### src/rtl/mem_access_unit.sv
// mem_access_unit -- MEM-stage data-memory access unit.
//
// Turns EX_MEM load/store controls into a req/ack transaction on a
// variable-latency data memory. It generates byte enables and store lane
// replication, and sign/zero-extends load data. The pipeline is stalled
// until the access completes.
//
// Ports:
//   clk_i, rst_i         clock (rising edge), async active-low reset
//   start_i              pipeline enable; low blocks new accesses
//   MemRead_i/MemWrite_i load/store request (both high = store)
//   funct3_i             access size/sign (b, h, w, bu, hu)
//   addr_i, wdata_i      byte address and store data
//   mem_req_o..wdata_o   memory request side, held stable while busy
//   mem_ack_i, rdata_i   one-cycle completion strobe and read word
//   stall_o              freezes the upstream pipeline registers
//   read_data_o          extended load data to MEM_WB
//   misalign_o           misaligned-access flag
//
// Optional feature: define MISALIGN_TRAP_EN to detect misaligned halfword
// and word accesses and complete them without touching memory. Without
// it, the low address bits are ignored (forced alignment).
module mem_access_unit #(
    parameter int ADDR_W = 32
) (
    input  logic              clk_i,
    input  logic              rst_i,
    input  logic              start_i,
    input  logic              MemRead_i,
    input  logic              MemWrite_i,
    input  logic [2:0]        funct3_i,
    input  logic [ADDR_W-1:0] addr_i,
    input  logic [31:0]       wdata_i,
    output logic              mem_req_o,
    output logic              mem_we_o,
    output logic [ADDR_W-1:0] mem_addr_o,
    output logic [3:0]        mem_be_o,
    output logic [31:0]       mem_wdata_o,
    input  logic              mem_ack_i,
    input  logic [31:0]       mem_rdata_i,
    output logic              stall_o,
    output logic [31:0]       read_data_o,
    output logic              misalign_o
);

    typedef enum logic [1:0] {IDLE, BUSY, DONE} state_e;

    state_e            state_q, state_d;
    logic              we_q, we_d;
    logic [ADDR_W-1:0] addr_q, addr_d;
    logic [3:0]        be_q, be_d;
    logic [31:0]       wdata_q, wdata_d;
    logic [2:0]        f3_q, f3_d;
    logic [1:0]        off_q, off_d;
    logic [31:0]       rdata_q, rdata_d;
    logic              stall_c;
    logic              accept;
    logic              mis;

    logic [3:0]        be_n;
    logic [31:0]       wdata_n;
    logic [7:0]        ld_b;
    logic [15:0]       ld_h;
    logic [31:0]       ld_ext;

    assign accept = start_i & (MemRead_i | MemWrite_i);

`ifdef MISALIGN_TRAP_EN
    logic mis_q, mis_d;
    assign mis = (funct3_i[1:0] == 2'b01 && addr_i[0]) ||
                 (funct3_i[1:0] == 2'b10 && addr_i[1:0] != 2'b00);
    assign misalign_o = mis_q;
`else
    assign mis        = 1'b0;
    assign misalign_o = 1'b0;
`endif

    // Store-side byte enables and lane replication from the incoming request.
    always_comb begin
        be_n    = 4'b1111;
        wdata_n = wdata_i;
        case (funct3_i[1:0])
            2'b00: begin
                be_n    = 4'b0001 << addr_i[1:0];
                wdata_n = {4{wdata_i[7:0]}};
            end
            2'b01: begin
                be_n    = 4'b0011 << {addr_i[1], 1'b0};
                wdata_n = {2{wdata_i[15:0]}};
            end
            default: ;
        endcase
    end

    // Load lane select and extension, using the offset/size latched at accept.
    always_comb begin
        ld_b   = mem_rdata_i[8*off_q +: 8];
        ld_h   = off_q[1] ? mem_rdata_i[31:16] : mem_rdata_i[15:0];
        ld_ext = mem_rdata_i;
        case (f3_q)
            3'b000:  ld_ext = {{24{ld_b[7]}}, ld_b};
            3'b001:  ld_ext = {{16{ld_h[15]}}, ld_h};
            3'b100:  ld_ext = {24'd0, ld_b};
            3'b101:  ld_ext = {16'd0, ld_h};
            default: ld_ext = mem_rdata_i;
        endcase
    end

    always_comb begin
        state_d = state_q;
        we_d    = we_q;
        addr_d  = addr_q;
        be_d    = be_q;
        wdata_d = wdata_q;
        f3_d    = f3_q;
        off_d   = off_q;
        rdata_d = rdata_q;
        stall_c = 1'b0;
`ifdef MISALIGN_TRAP_EN
        mis_d   = 1'b0;
`endif
        case (state_q)
            IDLE: begin
                if (accept) begin
                    stall_c = 1'b1;
                    if (mis) begin
                        // Trap path: skip memory, flag in DONE.
                        state_d = DONE;
`ifdef MISALIGN_TRAP_EN
                        mis_d   = 1'b1;
`endif
                    end else begin
                        state_d = BUSY;
                        we_d    = MemWrite_i;
                        addr_d  = {addr_i[ADDR_W-1:2], 2'b00};
                        be_d    = be_n;
                        wdata_d = wdata_n;
                        f3_d    = funct3_i;
                        off_d   = addr_i[1:0];
                    end
                end
            end
            BUSY: begin
                stall_c = 1'b1;
                if (mem_ack_i) begin
                    state_d = DONE;
                    if (!we_q) rdata_d = ld_ext;
                end
            end
            DONE:    state_d = IDLE;
            default: state_d = IDLE;
        endcase
    end

    always_ff @(posedge clk_i or negedge rst_i) begin
        if (!rst_i) begin
            state_q <= IDLE;
            we_q    <= 1'b0;
            addr_q  <= '0;
            be_q    <= 4'b0000;
            wdata_q <= 32'd0;
            f3_q    <= 3'd0;
            off_q   <= 2'd0;
            rdata_q <= 32'd0;
        end else begin
            state_q <= state_d;
            we_q    <= we_d;
            addr_q  <= addr_d;
            be_q    <= be_d;
            wdata_q <= wdata_d;
            f3_q    <= f3_d;
            off_q   <= off_d;
            rdata_q <= rdata_d;
        end
    end

`ifdef MISALIGN_TRAP_EN
    always_ff @(posedge clk_i or negedge rst_i) begin
        if (!rst_i) mis_q <= 1'b0;
        else        mis_q <= mis_d;
    end
`endif

    // Request comes straight from the state register so reset drops it at once.
    assign mem_req_o   = (state_q == BUSY);
    assign mem_we_o    = we_q;
    assign mem_addr_o  = addr_q;
    assign mem_be_o    = be_q;
    assign mem_wdata_o = wdata_q;
    assign read_data_o = rdata_q;
    // Keep the pipeline free while reset is held, whatever the inputs show.
    assign stall_o     = rst_i & stall_c;

endmodule

### config.mk
export PLATFORM = sky130hd
export DESIGN_NAME = mem_access_unit
export DESIGN_NICKNAME = d
export VERILOG_FILES = /design/src/rtl/mem_access_unit.sv
export SDC_FILE = /design/constraint.sdc
export NUM_CORES = 1
export LEC_CHECK = 0
export BUFFER_PORTS_ARGS = -buffer_cell sky130_fd_sc_hd__buf_2
export CAP_MARGIN = 40
export CORE_UTILIZATION = 48
export CTS_BUF_LIST = sky130_fd_sc_hd__clkbuf_8 sky130_fd_sc_hd__clkbuf_16
export DETAILED_ROUTE_END_ITERATION = 8
export PLACE_DENSITY = 0.87
export SKIP_LAST_GASP = 1
export SYNTH_ARGS = -nofsm -noshare
export SYNTH_HDL_FRONTEND = slang
export SYNTH_SLANG_ARGS = --single-unit
### constraint.sdc
create_clock -name clk_i -period 2.05 [get_ports clk_i]
set_input_delay 0.41 -clock clk_i [delete_from_list [all_inputs] [get_ports clk_i]]
set_output_delay 0.41 -clock clk_i [all_outputs]
set_load 0.1 [all_outputs]
# Yosys cells after proc, flatten, opt, wreduce, memory -nomap -nowiden
# Cells that the tools add are included.
[word_totals]
wordCells = 37
output_inout_bits = 104
inputBits = 105
register_bits = 106
[classes]
bitwise = 4
n_eq_ne = 7
muxes = 9
shift = 3
reduce_logical = 6
[op_table]
columns = ["cell", "n"]
rows = [
  ["$pmux W32 S4", 1],
  ["$pmux W32 S2", 1],
  ["$shiftx A32 B6 Y8", 1],
  ["$mux W16", 1],
  ["$pmux W4 S2", 1],
  ["$eq A3 B3 Y1 const B", 2],
  ["$eq A2 B1 Y1 const B", 2],
  ["$logic_not A2 Y1", 2],
  ["$mux W2", 2],
  ["$pmux W2 S2", 1],
  ["$reduce_and A2 Y1", 2],
  ["$shl A1 B2 Y4 const A", 1],
  ["$shl A2 B2 Y4 const A", 1],
  ["$eq A3 B1 Y1 const B", 1],
  ["$logic_not A3 Y1", 1],
  ["$reduce_and A3 Y1", 1],
  ["$and A1 B1 Y1", 2],
  ["$ne A2 B1 Y1 const B", 1],
  ["$ne A2 B2 Y1 const B", 1],
  ["$pmux W1 S2", 1],
  ["$mux W1", 1],
  ["$not A1 Y1", 1],
  ["$or A1 B1 Y1", 1],
]

# Longest topological paths before layout
# Gate-level depths: netlist of run 1.
[depth]
word_depth = 5
ltp_mapped = 5
depth_no_buf = 3

# Worst setup path before layout of run 1
# No wires, ideal clock.
[synth_timing]
path_kind = "in2out"
from = "in MemWrite_i"
to = "out stall_o"
slack_ns = -1.169
path_stages = 3
required_time_ns = 1.640
t_arrival_ns = 2.809
n_path_buf = 0
cell_sequence = "o21ai_0 -> nor2b_1 -> nor3b_1"
[synth_between]
elab_chain_len = 5
[synth_lines]
columns = ["item", "line", "text"]
rows = [
  ["from (decl)", "30", "input logic MemWrite_i,"],
  ["$or A1 B1 Y1", "66", "assign accept = start_i & (MemRead_i | MemWrite_i);"],
  ["$and A1 B1 Y1", "66", ""],
  ["$mux W1", "124", "if (accept) begin"],
  ["$pmux W1 S2", "122", "case (state_q)"],
  ["$and A1 B1 Y1", "192", "assign stall_o = rst_i & stall_c;"],
  ["to (decl)", "41", "output logic stall_o,"],
]
# No other way between the ends.

# Worst setup path after layout of run 1
[layout_timing]
from = "reg state_q[1]"
to = "out mem_req_o"
[layout_between]
elab_chain_len = 1
[layout_lines]
columns = ["item", "line", "text"]
rows = [
  ["from (decl)", "48", "state_e state_q, state_d;"],
  ["from (signal assigned)", "166", "state_q <= state_d;"],
  ["$eq A2 B1 Y1", "185", "assign mem_req_o = (state_q == BUSY);"],
  ["to (decl)", "34", "output logic mem_req_o,"],
]
# No other way between the ends.

==> results of run 1 <==
worst reg2reg max path: stages, from the launching register on:
cell	delay, ps
sky130_fd_sc_hd__dfrtp_1	550
sky130_fd_sc_hd__nor3b_1	820
sky130_fd_sc_hd__a211oi_1	210
sky130_fd_sc_hd__o31ai_1	250
registers in the layout (all words and copies together), names as in the netlist:
register and count:
mem_addr_o 30, mem_we_o 1, mem_wdata_o 32, off_q 2, f3_q 3, read_data_o 32, state_q 2, mem_be_o 4
per-layer routing:
metal / wire length (um) / part of all wire [%]
met1: 5011 / 38
met2: 6746 / 51
met3: 1224 / 9.3
met4: 234 / 1.8
met5: 0 / 0
stage by stage:
stage | hold WS [ps] | setup slack [ps] | instance area (um^2) | cells | util [%]
finish | 131.6 | 112.4 | 6431 | 749 | 64.90
global route | 183.8 | 50.86 | 6429 | 748 | 64.87
CTS | 160.6 | 104.5 | 6429 | 748 | 64.87
detailed placement | 466.0 | 214.9 | 6178 | 732 | 62.35
global placement | 454.8 | 313.6 | 6178 | 732 | 62.35
floorplan | 114.4 | 72.74 | 4974 | 413 | -
final cells by class:
cell class	instances	area (um^2)	share of cell area [%]
Clock inverter	6	112.6	1.751
Multi-Input combinational cell	267	2147	33.39
Tap cell	133	166.4	2.588
Inverter	7	26.28	0.4086
Sequential cell	106	2653	41.25
Timing Repair Buffer	219	1186	18.44
Antenna cell	1	2.502	0.03891
Clock buffer	10	137.6	2.140
kinds of logic after synthesis:
logic type | after synthesis
other cells | 1
buf+inv | 40
flops | 106
mux | 106
compound gates | 80
simple gates | 78
final timing paths:
kind	start	to	slack, ps	cells past startpoint
setup / recovery	state_q[1]	mem_req_o	110	3
hold / removal	rst_i	mem_addr_o[27]	130	2
min in group clk_i	funct3_i[2]	f3_q[2]	260	2
setup reg to reg	f3_q[0]	read_data_o[1]	130	3
hold reg to reg	read_data_o[3]	read_data_o[3]	490	2
max in group asynchronous	rst_i	mem_addr_o[16]	1510	2
synth_stat cells, drive strengths merged (3+ instances only):
cell type / n
a21oi: 19
o21ai: 10
inv: 7
nand2b: 3
nor2b: 3
o32ai: 7
mux2: 94
mux2i: 10
nand2: 24
clkbuf: 10
o31ai: 7
a211oi: 16
o22ai: 16
nor3b: 9
buf: 23
nor2: 32
dfrtp: 106
==> impl_metrics.prom, run 1 <==
# TYPE chip_impl_metric gauge
chip_impl_metric{name="synth_top_area_share",unit="%"} 53.54
chip_impl_metric{name="maxSlewViolCount",unit=""} 0
chip_impl_info{name="tritoncts_clock_tree",value="done"} 1
chip_impl_metric{name="routed-via-count",unit=""} 4124
chip_impl_metric{name="ant_nets",unit=""} 0
chip_impl_info{name="ys_dominant_reg_cell",value="sky130_fd_sc_hd__dfrtp_1"} 1
chip_impl_metric{name="max_cap_violations",unit=""} 0
chip_impl_metric{name="post_synthesis_async_set_or_reset_flop_share",unit="%"} 100.0
chip_impl_metric{name="drcViolationCount",unit=""} 0
chip_impl_metric{name="clk_transition_reported_paths",unit="ps"} 100
chip_impl_info{name="leading_post_synthesis_cells_by_cell_area",value="sky130_fd_sc_hd__dfrtp_1 (54%), sky130_fd_sc_hd__mux2_2 (21%), sky130_fd_sc_hd__nor2_1 (2.4%)"} 1
chip_impl_metric{name="clock_tree.htree_level_count",unit=""} 3
chip_impl_metric{name="area_growth",unit="%"} 29.80
chip_impl_info{name="cp-end-kind",value="output pin"} 1
chip_impl_metric{name="crit_path_buffers_inverters",unit=""} 2
chip_impl_metric{name="die_width",unit="um"} 103.6
chip_impl_info{name="cpMaxStageDelayCell",value="sky130_fd_sc_hd__dfrtp_1"} 1
chip_impl_metric{name="initial_utilization",unit="%"} 50.00
chip_impl_metric{name="cts.repair_timing.setup_buffer_count",unit=""} 0
chip_impl_metric{name="die-area",unit="um^2"} 10730
chip_impl_metric{name="worst_clock_skew",unit="ps"} 7.274
chip_impl_metric{name="finalSetupViolCount",unit=""} 0
chip_impl_metric{name="detail_route.first_pass.iterations",unit=""} 4
chip_impl_metric{name="yosys_register_bits",unit=""} 106
chip_impl_metric{name="synth-simple-area-share",unit="%"} 7.525
chip_impl_metric{name="synthMuxAreaShare",unit="%"} 24.29
chip_impl_metric{name="clkLatencyLatePin",unit="ps"} 370
chip_impl_metric{name="met1_usage",unit="%"} 29.37
chip_impl_metric{name="synthAdderAreaFrac",unit="%"} 0
chip_impl_metric{name="die_height",unit="um"} 103.6
chip_impl_metric{name="tightestPinTransition",unit="ps"} 930.3
chip_impl_metric{name="layout_min_cycle_time",unit="ps"} 1938
chip_impl_metric{name="syn-instance-count",unit=""} 411
chip_impl_info{name="timing.critical_path.max_delay_family",value="buffers and inverters"} 1
chip_impl_info{name="synth_top_area_cell",value="sky130_fd_sc_hd__dfrtp_1"} 1
chip_impl_info{name="cts-root-buf",value="sky130_fd_sc_hd__clkbuf_8"} 1
chip_impl_metric{name="final_hold_viol_count",unit=""} 0
chip_impl_metric{name="pin_count",unit=""} 209
chip_impl_metric{name="crit_fanout",unit=""} 5
chip_impl_metric{name="final_gp_congestion",unit=""} 0.9124
chip_impl_info{name="rsz0062_at_grt",value="false"} 1
chip_impl_info{name="startpoint_type",value="register"} 1
chip_impl_metric{name="clock.fmax",unit="GHz"} 0.5161
chip_impl_metric{name="hpwl",unit="um"} 9699
chip_impl_metric{name="use_met3",unit="%"} 7.048
chip_impl_metric{name="antenna_found_initial",unit=""} 1
chip_impl_metric{name="dr.first_iter.drc_count",unit=""} 199
chip_impl_metric{name="synth_edf_count",unit=""} 0
chip_impl_metric{name="portBuffers",unit=""} 205
chip_impl_metric{name="synth-seq-area-share",unit="%"} 53.54
chip_impl_metric{name="required",unit="ps"} 1640
chip_impl_info{name="mostFrequentLayoutCells",value="sky130_fd_sc_hd__buf_2 (203), sky130_fd_sc_hd__dfrtp_1 (106), sky130_fd_sc_hd__mux2_2 (94), sky130_fd_sc_hd__nor2_1 (32), sky130_fd_sc_hd__nand2_1 (24)"} 1
chip_impl_metric{name="first_pass_grt_wire_length",unit="um"} 21360
chip_impl_metric{name="clock_sink_count",unit=""} 106
chip_impl_metric{name="routed_wire_length_per_instance",unit="um"} 17.64
chip_impl_metric{name="arrival",unit="ps"} 1530
chip_impl_metric{name="grt_max_degree",unit=""} 107
chip_impl_info{name="outcome",value="complete, no violations"} 1
chip_impl_metric{name="max-clock-path-buffers",unit=""} 2
chip_impl_metric{name="critical-path-max-stage-delay",unit="ps"} 470
chip_impl_metric{name="drt-vias-per-instance",unit=""} 5.506
chip_impl_metric{name="floorplan_row_count",unit=""} 36
chip_impl_metric{name="synthesis.area",unit="um^2"} 4955
chip_impl_metric{name="grt_use_met2",unit="%"} 43.43
chip_impl_metric{name="grt_overflow",unit=""} 0
chip_impl_metric{name="post_route_clock_period_utilization",unit="%"} 94.52
chip_impl_metric{name="gr-usage-all-layers",unit="%"} 25.11
chip_impl_metric{name="fin_nets",unit=""} 715
chip_impl_metric{name="mapped_avg_cell_area",unit="um^2"} 12.06
chip_impl_info{name="min-delay-path-class",value="primary input to async pin"} 1
chip_impl_info{name="crit_chain",value="nand2b_1 -> inv_1 -> buf_2"} 1
chip_impl_metric{name="core_area",unit="um^2"} 9910
chip_impl_info{name="worstSetupPathType",value="register to output pin"} 1
chip_impl_info{name="main_combinational_cell_family_by_area_after_synthesis",value="multiplexers"} 1
chip_impl_metric{name="num-fill-cells",unit=""} 781
chip_impl_metric{name="synth_xor_area_share",unit="%"} 0
chip_impl_metric{name="synth.lib_cells_used.distinct",unit=""} 33
chip_impl_metric{name="cts-resized-gates",unit=""} 0
chip_impl_metric{name="compound_gate_portion_of_the_synthesized_area",unit="%"} 10.73
chip_impl_metric{name="slew-limit-headroom",unit="%"} 37.85
chip_impl_metric{name="tns",unit="ps"} 0
chip_impl_metric{name="grt_pass1_vias",unit=""} 4281
chip_impl_info{name="layout.cells.most_common",value="sky130_fd_sc_hd__buf_2"} 1
chip_impl_metric{name="detail_route.wirelength",unit="um"} 13220
chip_impl_metric{name="tritoncts.num_buffers",unit=""} 9
chip_impl_metric{name="holdBufCountCts",unit=""} 0
chip_impl_info{name="most_utilized_layer_in_the_global_route_result",value="met2"} 1
chip_impl_metric{name="synth_warnings",unit=""} 0
chip_impl_metric{name="final_layout_size_suffix_gt1_share",unit="%"} 54.80
Power of run 1 is left out: the tool's default activity adds up to more than one toggle a clock period on the data nets, which glitch-free logic cannot reach.
==> run 2: changes to the inputs <==
--- a/config.mk
+++ b/config.mk
@@ -7,6 +7,7 @@
 export LEC_CHECK = 0
 export BUFFER_PORTS_ARGS = -buffer_cell sky130_fd_sc_hd__buf_2
 export CAP_MARGIN = 40
+export CORE_MARGIN = 4
 export CORE_UTILIZATION = 48
 export CTS_BUF_LIST = sky130_fd_sc_hd__clkbuf_8 sky130_fd_sc_hd__clkbuf_16
 export DETAILED_ROUTE_END_ITERATION = 8
==> run 2 against run 1 <==
  * Critical path depth unchanged
  * Utilization decreased by 0.48 points
  * Non-clock buffer count decreased by 1
  * Critical endpoint unchanged
  * Highest routed layer unchanged
==> impl_metrics.prom, run 2 (synthesized netlist as in run 1, its figures left out) <==
# TYPE chip_impl_metric gauge
chip_impl_metric{name="holdBufCountCts",unit=""} 0
chip_impl_metric{name="layout_min_cycle_time",unit="ps"} 1929
chip_impl_metric{name="worst_clock_skew",unit="ps"} 8.678
chip_impl_metric{name="clock_sink_count",unit=""} 106
chip_impl_metric{name="slew-limit-headroom",unit="%"} 46.24
chip_impl_metric{name="grt_pass1_vias",unit=""} 4387
chip_impl_metric{name="num_antenna_cells",unit=""} 0
chip_impl_metric{name="routed-via-count",unit=""} 4179
chip_impl_info{name="rsz0062_at_grt",value="false"} 1
chip_impl_metric{name="timing.hold.ws",unit="ps"} 118.6
chip_impl_info{name="min-delay-path-class",value="primary input to async pin"} 1
chip_impl_metric{name="grt_overflow",unit=""} 0
chip_impl_metric{name="required",unit="ps"} 1640
chip_impl_info{name="crit_chain",value="nand2b_1 -> inv_1 -> buf_2"} 1
chip_impl_metric{name="met1_usage",unit="%"} 26.25
chip_impl_metric{name="hpwl",unit="um"} 10430
chip_impl_metric{name="pin_count",unit=""} 209
chip_impl_metric{name="detail_route.wirelength",unit="um"} 13860
chip_impl_info{name="cpMaxStageDelayCell",value="sky130_fd_sc_hd__dfrtp_1"} 1
chip_impl_metric{name="use_met3",unit="%"} 7.399
chip_impl_metric{name="routed_wire_length_per_instance",unit="um"} 18.55
chip_impl_metric{name="portBuffers",unit=""} 205
chip_impl_metric{name="tritoncts.num_buffers",unit=""} 9
chip_impl_metric{name="ant_nets",unit=""} 0
chip_impl_metric{name="max-clock-path-buffers",unit=""} 2
chip_impl_info{name="startpoint_type",value="register"} 1
chip_impl_info{name="outcome",value="complete, no violations"} 1
chip_impl_metric{name="core_area",unit="um^2"} 9910
chip_impl_metric{name="initial_utilization",unit="%"} 50.00
chip_impl_metric{name="clk_transition_reported_paths",unit="ps"} 100
chip_impl_metric{name="final_layout_size_suffix_gt1_share",unit="%"} 54.89
chip_impl_info{name="cp-end-kind",value="output pin"} 1
chip_impl_metric{name="drcViolationCount",unit=""} 0
chip_impl_metric{name="detail_route.first_pass.iterations",unit=""} 5
chip_impl_info{name="most_utilized_layer_in_the_global_route_result",value="met2"} 1
chip_impl_metric{name="post_route_clock_period_utilization",unit="%"} 94.09
chip_impl_metric{name="final_gp_congestion",unit=""} 0.9014
chip_impl_metric{name="maxSlewViolCount",unit=""} 0
chip_impl_metric{name="clkLatencyLatePin",unit="ps"} 370
chip_impl_metric{name="max_cap_violations",unit=""} 0
chip_impl_metric{name="fin_nets",unit=""} 714
chip_impl_metric{name="cts-resized-gates",unit=""} 0
chip_impl_info{name="tritoncts_clock_tree",value="done"} 1
chip_impl_metric{name="clock.fmax",unit="GHz"} 0.5184
chip_impl_metric{name="first_pass_grt_wire_length",unit="um"} 21370
chip_impl_metric{name="clock_tree.htree_level_count",unit=""} 3
chip_impl_info{name="worstSetupPathType",value="register to output pin"} 1
chip_impl_metric{name="tightestPinTransition",unit="ps"} 804.1
chip_impl_info{name="mostFrequentLayoutCells",value="sky130_fd_sc_hd__buf_2 (203), sky130_fd_sc_hd__dfrtp_1 (106), sky130_fd_sc_hd__mux2_2 (94), sky130_fd_sc_hd__nor2_1 (32), sky130_fd_sc_hd__nand2_1 (24)"} 1
chip_impl_metric{name="drt-vias-per-instance",unit=""} 5.594
chip_impl_metric{name="tns",unit="ps"} 0
chip_impl_metric{name="grt_max_degree",unit=""} 107
chip_impl_metric{name="gr-usage-all-layers",unit="%"} 23.10
chip_impl_metric{name="die-area",unit="um^2"} 12010
chip_impl_metric{name="area_growth",unit="%"} 28.84
chip_impl_metric{name="critical-path-max-stage-delay",unit="ps"} 470
chip_impl_metric{name="final_hold_viol_count",unit=""} 0
chip_impl_metric{name="dr.first_iter.drc_count",unit=""} 259
chip_impl_metric{name="finalSetupViolCount",unit=""} 0
chip_impl_metric{name="die_width",unit="um"} 109.6
chip_impl_info{name="cts-root-buf",value="sky130_fd_sc_hd__clkbuf_8"} 1
chip_impl_metric{name="cts.repair_timing.setup_buffer_count",unit=""} 0
chip_impl_info{name="layout.cells.most_common",value="sky130_fd_sc_hd__buf_2"} 1
chip_impl_metric{name="crit_fanout",unit=""} 5
chip_impl_metric{name="grt_use_met2",unit="%"} 40.24
chip_impl_metric{name="die_height",unit="um"} 109.6
chip_impl_metric{name="floorplan_row_count",unit=""} 36
chip_impl_metric{name="antenna_found_initial",unit=""} 0
chip_impl_metric{name="arrival",unit="ps"} 1520
[run 2: through the flow]
step,instance area (um^2),util [%],std cells,setup slack [ps]
4_1_cts,6379,64.37,747,94.39
2_1_floorplan,4974,-,413,72.74
6_report,6384,64.42,747,121.1
3_5_place_dp,6183,62.40,731,204.8
3_3_place_gp,6183,62.40,731,295.2
5_1_grt,6384,64.42,747,46.50
[run 2: final timing paths]
| check | startpoint | end | slack, ps | depth (start not counted) |
|---|---|---|---|---|
| setup / recovery | state_q[1] | mem_req_o | 120 | 3 |
| hold / removal | rst_i | read_data_o[15] | 120 | 2 |
| setup reg to reg | state_q[1] | read_data_o[19] | 260 | 4 |
| hold reg to reg | read_data_o[2] | read_data_o[2] | 490 | 2 |
| max in group asynchronous | rst_i | state_q[1] | 1490 | 2 |
| min in group clk_i | mem_ack_i | state_q[0] | 260 | 2 |
[run 2: worst max-delay path: cells and delay by family (launching register included)]
| kind | cells | cell delay [ps] |
|---|---|---|
| buffers and inverters | 2 | 480 |
| DFF | 1 | 470 |
| and+or+nand+nor | 1 | 190 |
[run 2: layout make-up]
cell class                      count  area, um^2
Fill cell                         772        3526
Sequential cell                   106        2653
Multi-Input combinational cell    267        2152
Timing Repair Buffer              218        1191
Tap cell                          133       166.4
Clock buffer                       11       151.4
Clock inverter                      5       43.79
Inverter                            7       26.28
[run 2: layer usage]
layer  part of all wire [%]  wire length [um]
met2                     50              6920
met5                      0                 0
met1                     37              5059
met4                    2.5               349
met3                     11              1528
Power of run 2 is left out for the same reason.
==> run 3: changes to the inputs <==
==> config.mk (replaced) <==
export PLATFORM = sky130hd
export DESIGN_NAME = mem_access_unit
export DESIGN_NICKNAME = d
export VERILOG_FILES = /design/src/rtl/mem_access_unit.sv
export SDC_FILE = /design/constraint.sdc
export NUM_CORES = 1
export LEC_CHECK = 0
export ABC_CLOCK_PERIOD_IN_PS = 2050
export BUFFER_PORTS_ARGS = -buffer_cell sky130_fd_sc_hd__buf_2
export CAP_MARGIN = 40
export CORE_MARGIN = 4
export CORE_UTILIZATION = 33
export CTS_BUF_LIST = sky130_fd_sc_hd__clkbuf_8
export DETAILED_ROUTE_END_ITERATION = 8
export PLACE_DENSITY = 0.66
export SKIP_LAST_GASP = 1
export SYNTH_ARGS = -nofsm -noshare
export SYNTH_HDL_FRONTEND = slang
export SYNTH_SLANG_ARGS = --single-unit
==> run 3 against run 2 <==
  * Routed wire length is 2.2% higher
  * Register-to-register slack worse by 20 ps
  * Hold slack better by 140 ps
  * Sequential cell count did not move
  * Clock-buffer cell count decreased by 2
  * Critical endpoint is now stall_o
  * Via count shrank 2.0%
  * Final cell count up 7.5%
  * First-iteration DRC count down 10%
  * Highest routed layer is now met5
  * Non-clock buffer count increased by 5
  * Final area is 1.5% higher
  * Critical path depth grew 1
  * Global-route usage is 6.6 points lower
==> impl_metrics.prom, run 3 (synthesized netlist as in run 1, its figures left out) <==
# TYPE chip_impl_metric gauge
chip_impl_metric{name="antenna_found_initial",unit=""} 1
chip_impl_info{name="min-delay-path-class",value="primary input to register"} 1
chip_impl_metric{name="final_gp_congestion",unit=""} 0.9015
chip_impl_metric{name="die_width",unit="um"} 130.5
chip_impl_metric{name="required",unit="ps"} 1640
chip_impl_metric{name="pin_count",unit=""} 209
chip_impl_metric{name="ant_nets",unit=""} 0
chip_impl_metric{name="die-area",unit="um^2"} 17040
chip_impl_metric{name="finalSetupViolCount",unit=""} 0
chip_impl_metric{name="fin_nets",unit=""} 719
chip_impl_metric{name="grt_max_degree",unit=""} 54
chip_impl_info{name="crit_chain",value="dlygate4sd3_1 -> buf_4 -> nor3b_4 -> buf_12"} 1
chip_impl_metric{name="drcViolationCount",unit=""} 0
chip_impl_metric{name="routed_wire_length_per_instance",unit="um"} 17.63
chip_impl_info{name="tritoncts_clock_tree",value="done"} 1
chip_impl_metric{name="floorplan_row_count",unit=""} 44
chip_impl_metric{name="initial_utilization",unit="%"} 33.83
chip_impl_metric{name="hpwl",unit="um"} 10700
chip_impl_metric{name="grt_pass1_vias",unit=""} 4172
chip_impl_metric{name="first_pass_grt_wire_length",unit="um"} 21960
chip_impl_metric{name="area_growth",unit="%"} 30.83
chip_impl_info{name="layout.cells.most_common",value="sky130_fd_sc_hd__buf_2"} 1
chip_impl_metric{name="max-clock-path-buffers",unit=""} 2
chip_impl_metric{name="portBuffers",unit=""} 205
chip_impl_metric{name="tightestPinTransition",unit="ps"} 813.3
chip_impl_info{name="timing.hold.worst.start",value="addr_i[26]"} 1
chip_impl_metric{name="arrival",unit="ps"} 1520
chip_impl_metric{name="worst_clock_skew",unit="ps"} 15.52
chip_impl_metric{name="die_height",unit="um"} 130.5
chip_impl_metric{name="dr.first_iter.drc_count",unit=""} 233
chip_impl_metric{name="clock_tree.htree_level_count",unit=""} 3
chip_impl_info{name="cp-end-kind",value="output pin"} 1
chip_impl_metric{name="layout_min_cycle_time",unit="ps"} 1926
chip_impl_metric{name="clock_sink_count",unit=""} 106
chip_impl_metric{name="multiInputGateArea",unit="um^2"} 2151
chip_impl_metric{name="grt_overflow",unit=""} 0
chip_impl_metric{name="routed-via-count",unit=""} 4095
chip_impl_info{name="critical_path.reg2reg.startpoint",value="f3_q[0]"} 1
chip_impl_metric{name="num-fill-cells",unit=""} 1388
chip_impl_metric{name="tritoncts.num_buffers",unit=""} 9
chip_impl_info{name="rsz0062_at_grt",value="false"} 1
chip_impl_metric{name="clock.fmax",unit="GHz"} 0.5193
chip_impl_metric{name="crit_fanout",unit=""} 5
chip_impl_info{name="outcome",value="complete, no violations"} 1
chip_impl_info{name="cts-root-buf",value="sky130_fd_sc_hd__clkbuf_8"} 1
chip_impl_info{name="startpoint_type",value="primary input"} 1
chip_impl_metric{name="num_antenna_cells",unit=""} 0
chip_impl_metric{name="critical-path-max-stage-delay",unit="ps"} 530
chip_impl_metric{name="post_route_clock_period_utilization",unit="%"} 93.94
chip_impl_info{name="worstSetupPathType",value="primary input to output pin"} 1
chip_impl_metric{name="detail_route.wirelength",unit="um"} 14160
chip_impl_info{name="cpMaxStageDelayCell",value="sky130_fd_sc_hd__dlygate4sd3_1"} 1
chip_impl_metric{name="max_cap_violations",unit=""} 0
chip_impl_metric{name="cts.repair_timing.setup_buffer_count",unit=""} 0
chip_impl_metric{name="slew-limit-headroom",unit="%"} 45.66
chip_impl_metric{name="layout.area.seq",unit="um^2"} 2653
chip_impl_metric{name="drt-vias-per-instance",unit=""} 5.100
chip_impl_metric{name="detail_route.first_pass.iterations",unit=""} 4
chip_impl_metric{name="clk_transition_reported_paths",unit="ps"} 100
chip_impl_metric{name="clkLatencyLatePin",unit="ps"} 370
chip_impl_metric{name="tns",unit="ps"} 0
chip_impl_info{name="startpoint",value="rst_i"} 1
chip_impl_metric{name="final_hold_viol_count",unit=""} 0
chip_impl_metric{name="maxSlewViolCount",unit=""} 0
chip_impl_info{name="mostFrequentLayoutCells",value="sky130_fd_sc_hd__buf_2 (202), sky130_fd_sc_hd__dfrtp_1 (106), sky130_fd_sc_hd__mux2_2 (94), sky130_fd_sc_hd__nor2_1 (32), sky130_fd_sc_hd__nand2_1 (24)"} 1
chip_impl_metric{name="final_layout_size_suffix_gt1_share",unit="%"} 54.77
chip_impl_metric{name="core_area",unit="um^2"} 14640
chip_impl_metric{name="gr-usage-all-layers",unit="%"} 16.50
## run 3: cell type report
type / count / area share [%]
sequential: 106 / 40.92
tap: 184 / 3.551
inverter: 7 / 0.4053
clock inverter: 7 / 1.197
timing repair buffer: 223 / 18.84
clock buffer: 9 / 1.911
multi-input combinational: 267 / 33.18
## run 3: metal layers
metal / up-vias / track usage, % / wire length, um
li1: 1877 / - / -
met1: 1989 / 20.34 / 5567
met2: 207 / 26.39 / 6746
met3: 20 / 6.016 / 1570
met4: 2 / 6.594 / 262
met5: - / 0 / 11
## run 3: path summary, 6_finish.rpt
| path | to | slack (ps) | depth (start not counted) |
|---|---|---|---|
| setup / recovery | stall_o | 120 | 4 |
| hold / removal | mem_addr_o[26] | 260 | 2 |
| setup reg to reg | read_data_o[2] | 240 | 3 |
| hold reg to reg | read_data_o[3] | 490 | 2 |
| max in group asynchronous | mem_be_o[3] | 800 | 3 |
| min in group asynchronous | read_data_o[29] | 390 | 2 |
## run 3: stage by stage
stage	area, um^2	setup slack (ps)	cells	hold slack (ps)	util, %
floorplan	4974	72.74	413	114.4	-
global placement	6269	295.1	786	217.1	42.81
detailed placement	6269	243.7	786	216.6	42.81
CTS	6480	61.26	803	224.4	44.25
global route	6482	30.54	803	230.6	44.27
finish	6482	124.3	803	257.3	44.27
## run 3: repair_timing
action                     CTS  global route
gates resized for setup      0             1
hold buffers                 1             0
setup endpoints to repair    0             1
hold endpoints to repair     2             0
## run 3: worst max-delay path: cells and delay by family
family	cells	cell delay, ps
AND/OR/NAND/NOR	1	220
buffers and inverters	3	880
Power of run 3 is left out for the same reason.
